--- config.mk ---
export PLATFORM = sky130hd
export DESIGN_NAME = lfu_finder_param
export DESIGN_NICKNAME = d
export VERILOG_FILES = /design/src/rtl/lfu_finder_param.sv
export SDC_FILE = /design/constraint.sdc
export NUM_CORES = 1
export LEC_CHECK = 0
export ABC_AREA = 1
export CAP_MARGIN = 0
export CORE_MARGIN = 8
export CORE_UTILIZATION = 52
export DETAILED_ROUTE_END_ITERATION = 12
export PLACE_DENSITY_LB_ADDON = 0.25
export SLEW_MARGIN = 20
export SYNTH_ARGS = -nofsm -noshare
export SYNTH_HDL_FRONTEND = slang
export SYNTH_SLANG_ARGS = --single-unit
--- constraint.sdc ---
create_clock -name clk -period 2.4 [get_ports clk]
set_input_delay 0.36 -clock clk [delete_from_list [all_inputs] [get_ports clk]]
set_output_delay 0.36 -clock clk [all_outputs]
set_load 0.1 [all_outputs]
--- src/rtl/lfu_finder_param.sv ---
// Least-frequently-used victim finder with saturating per-buffer counters, aging and a registered victim.
// Optional macro LFU_LOCK_EN adds a lock_mask input that removes buffers from the victim search.
module lfu_finder_param #(
  parameter int NUM_BUF = 4,
  parameter int IDX_W   = $clog2(NUM_BUF),
  parameter int CNT_W   = 2
) (
  input  logic                     clk,
  input  logic                     rst_n,
  input  logic                     ref_vld,
  input  logic [IDX_W-1:0]         ref_buf_numbr,
  input  logic                     new_buf_req,
  output logic [IDX_W-1:0]         buf_num_replc,
  output logic                     replc_vld,
  output logic                     aging_pulse,
  output logic [NUM_BUF*CNT_W-1:0] cnt_flat
`ifdef LFU_LOCK_EN
  ,
  input  logic [NUM_BUF-1:0]       lock_mask
`endif
);

  localparam logic [CNT_W-1:0] CNT_MAX  = '1;
  // A saturated buffer restarts just above the halved population after aging.
  localparam logic [CNT_W-1:0] CNT_AGED = {1'b1, {(CNT_W-1){1'b0}}};
  localparam logic [CNT_W-1:0] CNT_NEW  = {{(CNT_W-1){1'b0}}, 1'b1};

  logic [CNT_W-1:0] cnt     [NUM_BUF];
  logic [CNT_W-1:0] cnt_nxt [NUM_BUF];
  logic [NUM_BUF-1:0] eligible;
  logic [IDX_W-1:0]   victim;
  logic [CNT_W-1:0]   min_cnt;
  logic               victim_found;
  logic               do_repl;
  logic               ref_apply;
  logic               do_aging;

`ifdef LFU_LOCK_EN
  assign eligible = ~lock_mask;
`else
  assign eligible = '1;
`endif

  // Strict less-than keeps the lowest index on ties.
  always_comb begin
    victim       = '0;
    min_cnt      = '1;
    victim_found = 1'b0;
    for (int i = 0; i < NUM_BUF; i++) begin
      if (eligible[i] && (!victim_found || cnt[i] < min_cnt)) begin
        victim       = IDX_W'(i);
        min_cnt      = cnt[i];
        victim_found = 1'b1;
      end
    end
  end

  assign do_repl   = new_buf_req && victim_found;
  assign ref_apply = ref_vld && !(do_repl && (ref_buf_numbr == victim));
  assign do_aging  = ref_apply && (cnt[ref_buf_numbr] == CNT_MAX);

  // Reference update first, then the replacement overrides the victim slot.
  always_comb begin
    for (int j = 0; j < NUM_BUF; j++) begin
      cnt_nxt[j] = cnt[j];
      if (do_aging) begin
        if (IDX_W'(j) == ref_buf_numbr) cnt_nxt[j] = CNT_AGED;
        else                            cnt_nxt[j] = cnt[j] >> 1;
      end else if (ref_apply && (IDX_W'(j) == ref_buf_numbr)) begin
        cnt_nxt[j] = cnt[j] + CNT_NEW;
      end
      if (do_repl && (IDX_W'(j) == victim)) cnt_nxt[j] = CNT_NEW;
    end
  end

  always_ff @(posedge clk or negedge rst_n) begin
    if (!rst_n) begin
      for (int k = 0; k < NUM_BUF; k++) cnt[k] <= '0;
      buf_num_replc <= '0;
      replc_vld     <= 1'b0;
      aging_pulse   <= 1'b0;
    end else begin
      for (int k = 0; k < NUM_BUF; k++) cnt[k] <= cnt_nxt[k];
      if (do_repl) buf_num_replc <= victim;
      replc_vld   <= do_repl;
      aging_pulse <= do_aging;
    end
  end

  always_comb begin
    cnt_flat = '0;
    for (int i = 0; i < NUM_BUF; i++) cnt_flat[i*CNT_W +: CNT_W] = cnt[i];
  end

endmodule

# --- Word-level counts from Yosys, hierarchy flattened ---
# Index checks and enable logic that the tools add are counted.
word_totals:
  out_inout_bits: 12
  input_bits: 6
  regBits: 12
  word_cells: 66
op_classes:
  add_sub_neg: 4
  muxes: 24
  n_reduce_logical: 18
  bitwise_logic: 1
  n_eq_ne: 8
  order_cmp: 4
op_table:
  columns: ["operator", "n"]
  rows:
  - ["2-to-1 mux 2 bit", 22]
  - ["nonzero test 3 bit", 4]
  - ["logical AND 1 bit", 11]
  - ["adder 2 x 1 -> 2 bit, second input constant", 4]
  - ["equality test 2 bit, first input constant", 4]
  - ["less-than comparator 2 bit", 3]
  - ["binary-select mux 2 bit (select 2 bit)", 1]
  - ["equality test 1 x 2 -> 1 bit, first input constant", 2]
  - ["zero test 2 bit", 2]
  - ["greater-or-equal comparator 3 bit, second input constant", 1]
  - ["inverter 2 -> 3 bit", 1]
  - ["equality test 2 bit", 1]
  - ["equality test 2 bit, second input constant", 1]
  - ["zero test 1 bit", 1]
  - ["2-to-1 mux 1 bit", 1]

# --- Longest topological paths before layout ---
logic_depth:
  depth_word: 14
  ltp_mapped: 21
  mapped_depth_nobuf: 21

# --- Worst setup path before layout ---
# No wires, ideal clock.
synth_timing:
  path_type: "register to register"
  startpoint: "reg cnt, in the netlist cnt_flat[1]"
  endpoint: "reg cnt, in the netlist cnt_flat[0]"
  n_path_buf: 0
  t_arrival_ps: 2795
  stages_incl_launch_ff: 21
  setup_time_ps: 121
  path_slack_ps: -516
  synth_period_minus_slack_ps: 2916
  t_required_ps: 2279
  path_cell_list: "dfrtp_1 inv_1 ha_1 nand2_2 nand2_2 nand2_2 nand3_2 nand2_2 nand2_4 nand2_1 nand3_1 nand2_1 nand2_2 a21oi_1 nor2_2 nand2_4 nand3_4 nand2_1 nand3_1 nand2_1 nand2_1"
synth_via:
  elab_chain_len: 13
synth_lines:
  columns: ["element", "line_no", "text"]
  rows:
  - ["from (decl)", "28", "logic [CNT_W-1:0] cnt [NUM_BUF];"]
  - ["less-than comparator 2 bit", "50", "if (eligible[i] && (!victim_found || cnt[i] < min_cnt)) begin"]
  - ["2-to-1 mux 2 bit", "50", null]
  - ["less-than comparator 2 bit", "50", null]
  - ["2-to-1 mux 2 bit", "50", null]
  - ["less-than comparator 2 bit", "50", null]
  - ["2-to-1 mux 2 bit", "50", null]
  - ["equality test 2 bit", "59", "assign ref_apply = ref_vld && !(do_repl && (ref_buf_numbr == victim));"]
  - ["logical AND 1 bit", "59", null]
  - ["zero test 1 bit", "59", null]
  - ["logical AND 1 bit", "59", null]
  - ["logical AND 1 bit", "60", "assign do_aging = ref_apply && (cnt[ref_buf_numbr] == CNT_MAX);"]
  - ["2-to-1 mux 2 bit", "66", "if (do_aging) begin"]
  - ["2-to-1 mux 2 bit", "72", "if (do_repl && (IDX_W'(j) == victim)) cnt_nxt[j] = CNT_NEW;"]
# Several ways; a longest one is shown, not always the timed one. The select of a mux whose other input is x is not followed.
# A chain may end at the register's enable or synchronous reset.

# --- Worst setup path after layout ---
# Ends and elaborated chain as after synthesis.

==> impl_summary.md <==
CTS
After clock tree synthesis, the clock-pin slew on the worst setup and hold paths is roughly 0.080 ns. In this run the deepest clock path goes through 2 buffers. After clock tree synthesis, the flow added hold-fix buffers numbering 0. The CTS buffer count is 3. TritonCTS built the clock tree. The insertion delay of the later-clocked pin in the worst-skew pair is roughly 0.29 ns. The clock sink count is 12.

CTS built an H-tree with a depth of 1. The buffer type at the clock tree root is sky130_fd_sc_hd__clkbuf_4.

Worst setup path
In this run the worst setup path begins at cnt_flat[1]$_DFFE_PN0P_. The largest single stage delay on the critical path is roughly 0.51 ns. The worst-case register-to-register setup slack is -0.02 ns. The worst setup path is launched from a flop. The capturing point of the worst reg2reg path is cnt_flat[0]$_DFFE_PN0P_. The category of the most critical setup path is flop to flop. For the worst setup path, the data required time is 2.59 ns. Data on the critical path arrives at its endpoint at around 2.6 ns. The largest individual stage delay along the critical path comes from the cell sky130_fd_sc_hd__dfrtp_4. For the worst flop-to-flop path, the logic depth is 19.

Walking the worst path, the cells encountered are inv_4, ha_4, nand2_4, nand2_2, nand2_2, nand3_2, nand2_2, nand2_4, buf_4, nand3_1, nand2_2, nand2_2, nand2_4, nand2_4, nand3_4, nand2_2, nand3_1, nand2_1, nand2_1. In this run the critical register-to-register path is launched from cnt_flat[1]$_DFFE_PN0P_. The critical path endpoint is cnt_flat[0]$_DFFE_PN0P_. The biggest fanout along the worst timing path is 6. The type of element capturing the critical path is a flop. By instance count, the cell type seen most on the critical path is sky130_fd_sc_hd__nand2_2.

Yosys
Counting instances in the post-synthesis netlist gives the leading cell types as sky130_fd_sc_hd__nand2_1, sky130_fd_sc_hd__inv_1, sky130_fd_sc_hd__nand3_1. The count of warnings emitted by yosys is 0. Among all cell types in the netlist, the one instantiated most often is sky130_fd_sc_hd__nand2_1. In the post-synthesis netlist, the biggest area contributors are sky130_fd_sc_hd__dfrtp_1, sky130_fd_sc_hd__nand2_1, sky130_fd_sc_hd__inv_1. The biggest area contributor in the post-synthesis netlist is sky130_fd_sc_hd__dfrtp_1.

The proportion of synthesized flip-flops having asynchronous set or reset is between 90% and 100%. The synthesized design devotes to its leading area cell type 28.9% of total area. The count of cell types in the netlist is 27. The count of mapped cells out of synthesis is 147.

The number of storage elements in the synthesis netlist is 12. After synthesis the cells add up to 1040 sq um. The most used flip-flop cell after synthesis is sky130_fd_sc_hd__dfrtp_1. Sequential elements use 28.9% of the synthesized area. The average instance in the mapped netlist occupies slightly above 7 sq um. The number of nets in the synthesized netlist is 158. The count of flip-flops with a built-in enable after synthesis is 0.

STA
The max-slew violation count is 0. The minimum clock period after layout is 2.42 ns. On the final layout, the worst hold slack is about 0.44 ns. For the final routed database, the setup TNS stands at -0.0232 ns. In the finished design, the share of the clock period the worst path needs comes to 101%. The worst clock skew is 0.00645 ns. The final-report hold violation count was 0. Setup violations remaining at the end of the flow were counted as 2. The upper clock frequency limit is ~0.41 GHz. The worst slew margin relative to its limit is 60.0%. The transition time of the tightest slew-check pin is 0.599 ns. The final worst slack is -0.0204 ns. Setup repair after global routing could not meet its margin everywhere.

Global routing
Entering global routing, the biggest net connects 13 pins. The global routing's busiest layer is met2. Across every metal layer, demand over resource in global routing totals 15.8%.

The via count of the first global-routing pass was 1035. The routing usage on met1 is 18.7%. The sum of overflow across all layers after global routing is 0.

The initial antenna violation count came to 0. The first global-routing pass estimated 4.42 mm of wire. In the global route stage, met3 resource usage came out at approximately 3.2%. The met2 usage in global routing is 26.5%.

Status
The flow ran to the end, but the final reports show violations. The final reports fail on negative setup slack.

Routing
The remaining routing DRC violations is 0. The count of nets left with antenna violations after detail routing is 0. The routed layout has approximately 1.1k vias. For this block, the routed nets add up to 2.89 mm of wire. The routed length per placed instance is approximately 14 microns. The first detailed-routing pass took 4 iterations. The via-per-instance ratio is 5.17. The detailed router finished its first iteration with 37 violations.

Floorplan
The die covers between 3000 and 4000 sq um. From bottom edge to top edge, the die measures 60.7 microns. The width of the die is 60.7 microns.

The initial standard-cell utilization of the core is 54.0%. Pin placement for this block handled 18 I/O pins. The core region is between 1500 and 2000 sq um. The initialized floorplan defines 16 standard-cell rows.

Placed design
The routability-driven placement congestion ratio is between 0.8 and 0.9. The number of port buffers is 17. The placed wire-length estimate is around 2.1 mm.

Hold path
The path class of the tightest hold or removal check is input pin to async pin.

Finish
The number of nets in the layout is 193. The share of post-route cells with drive strength above 1 is 40.3%. Compared with the post-synthesis result, the final layout area differs by 38.8%. The filler cells instantiated in the layout total 166. The number of antenna diodes in the final layout is 0.

Flow run
Across the run, the number of max-cap violations was 0.
[how the worst min path moves through the flow]
stage | from | end | slack (ns) | cells after the start
after CTS | rst_n | buf_num_replc[1]$_DFFE_PN0P_ | 0.46 | 1
after detailed placement | buf_num_replc[0]$_DFFE_PN0P_ | buf_num_replc[0]$_DFFE_PN0P_ | 0.48 | 2
after floorplan | rst_n | aging_pulse$_DFF_PN0_ | 0.06 | 0
after global routing | rst_n | buf_num_replc[0]$_DFFE_PN0P_ | 0.50 | 1
final | rst_n | buf_num_replc[1]$_DFFE_PN0P_ | 0.44 | 1
after global placement | buf_num_replc[0]$_DFFE_PN0P_ | buf_num_replc[0]$_DFFE_PN0P_ | 0.46 | 2
[cell families (layout without fill, tap and decap cells)]
family	Yosys count	after routing	share of synthesized area [%]
flip-flops	12	12	28.9
AO/OA/AOI/OAI	14	14	9.28
adder cells (fa/ha/maj)	5	5	6.02
buffers and inverters	31	64	11.7
AND/OR/NAND/NOR	81	82	40.7
XOR/XNOR	4	4	3.37
[metrics by stage]
step / utilization [%] / area [sq um] / std cells / setup WS [ns]
global route: 75.0 / 1440 / 208 / -0.174
finish: 75.0 / 1440 / 208 / -0.0204
detailed placement: 68.6 / 1320 / 200 / -0.0132
CTS: 70.6 / 1360 / 205 / 0.00345
floorplan: - / 1070 / 147 / 0.0184
global placement: 68.6 / 1320 / 200 / 0.0449
[flip-flops by register name (all words and copies together) (netlist names)]
signal         cells
cnt_flat           8
buf_num_replc      2
aging_pulse        1
replc_vld          1
[per-layer routing]
metal / up-vias / routed length [microns]
met1: 491 / 1240
li1: 541 / -
met5: - / 0
met2: 39 / 1370
met3: 5 / 219
met4: 0 / 51
[timing repair]
item,CTS,global route
buffers inserted,0,3
gates resized for setup,1,17
pin swaps,3,12
gates cloned,1,0
endpoints found under the setup margin,2,8
[area by class of cell]
class	instances	area, sq um	area share (%)
clock buffers	4	26.3	1.82
flip-flops and latches	12	313	21.7
multi-input cells	105	712	49.4
inverters	29	111	7.73
well taps	27	33.8	2.34
repair buffers	31	245	17.0
[critical path: cells and delay by family, from the launching register on]
family | cells | cell delay (ns)
AND/OR/NAND/NOR | 16 | 1.37
adder cells (fa/ha/maj) | 1 | 0.20
buffers and inverters | 2 | 0.24
flip-flops | 1 | 0.51
[cells in the final DEF, fill, tap and decap left out, types with 4 or more instances in the layout]
cell type and count:
sky130_fd_sc_hd__inv_1 25, sky130_fd_sc_hd__clkdlybuf4s50_1 5, sky130_fd_sc_hd__nand2_2 13, sky130_fd_sc_hd__buf_4 26, sky130_fd_sc_hd__nand3_1 12, sky130_fd_sc_hd__nand2_1 24, sky130_fd_sc_hd__nor2_1 12, sky130_fd_sc_hd__dfrtp_1 6
sky130_fd_sc_hd__nand4_1 4, sky130_fd_sc_hd__nand2_4 5, sky130_fd_sc_hd__nand3_2 7, sky130_fd_sc_hd__dfrtp_2 4
Power is not shown: default switching activity piles up to over one toggle a cycle in this logic, so the estimate is an artifact.
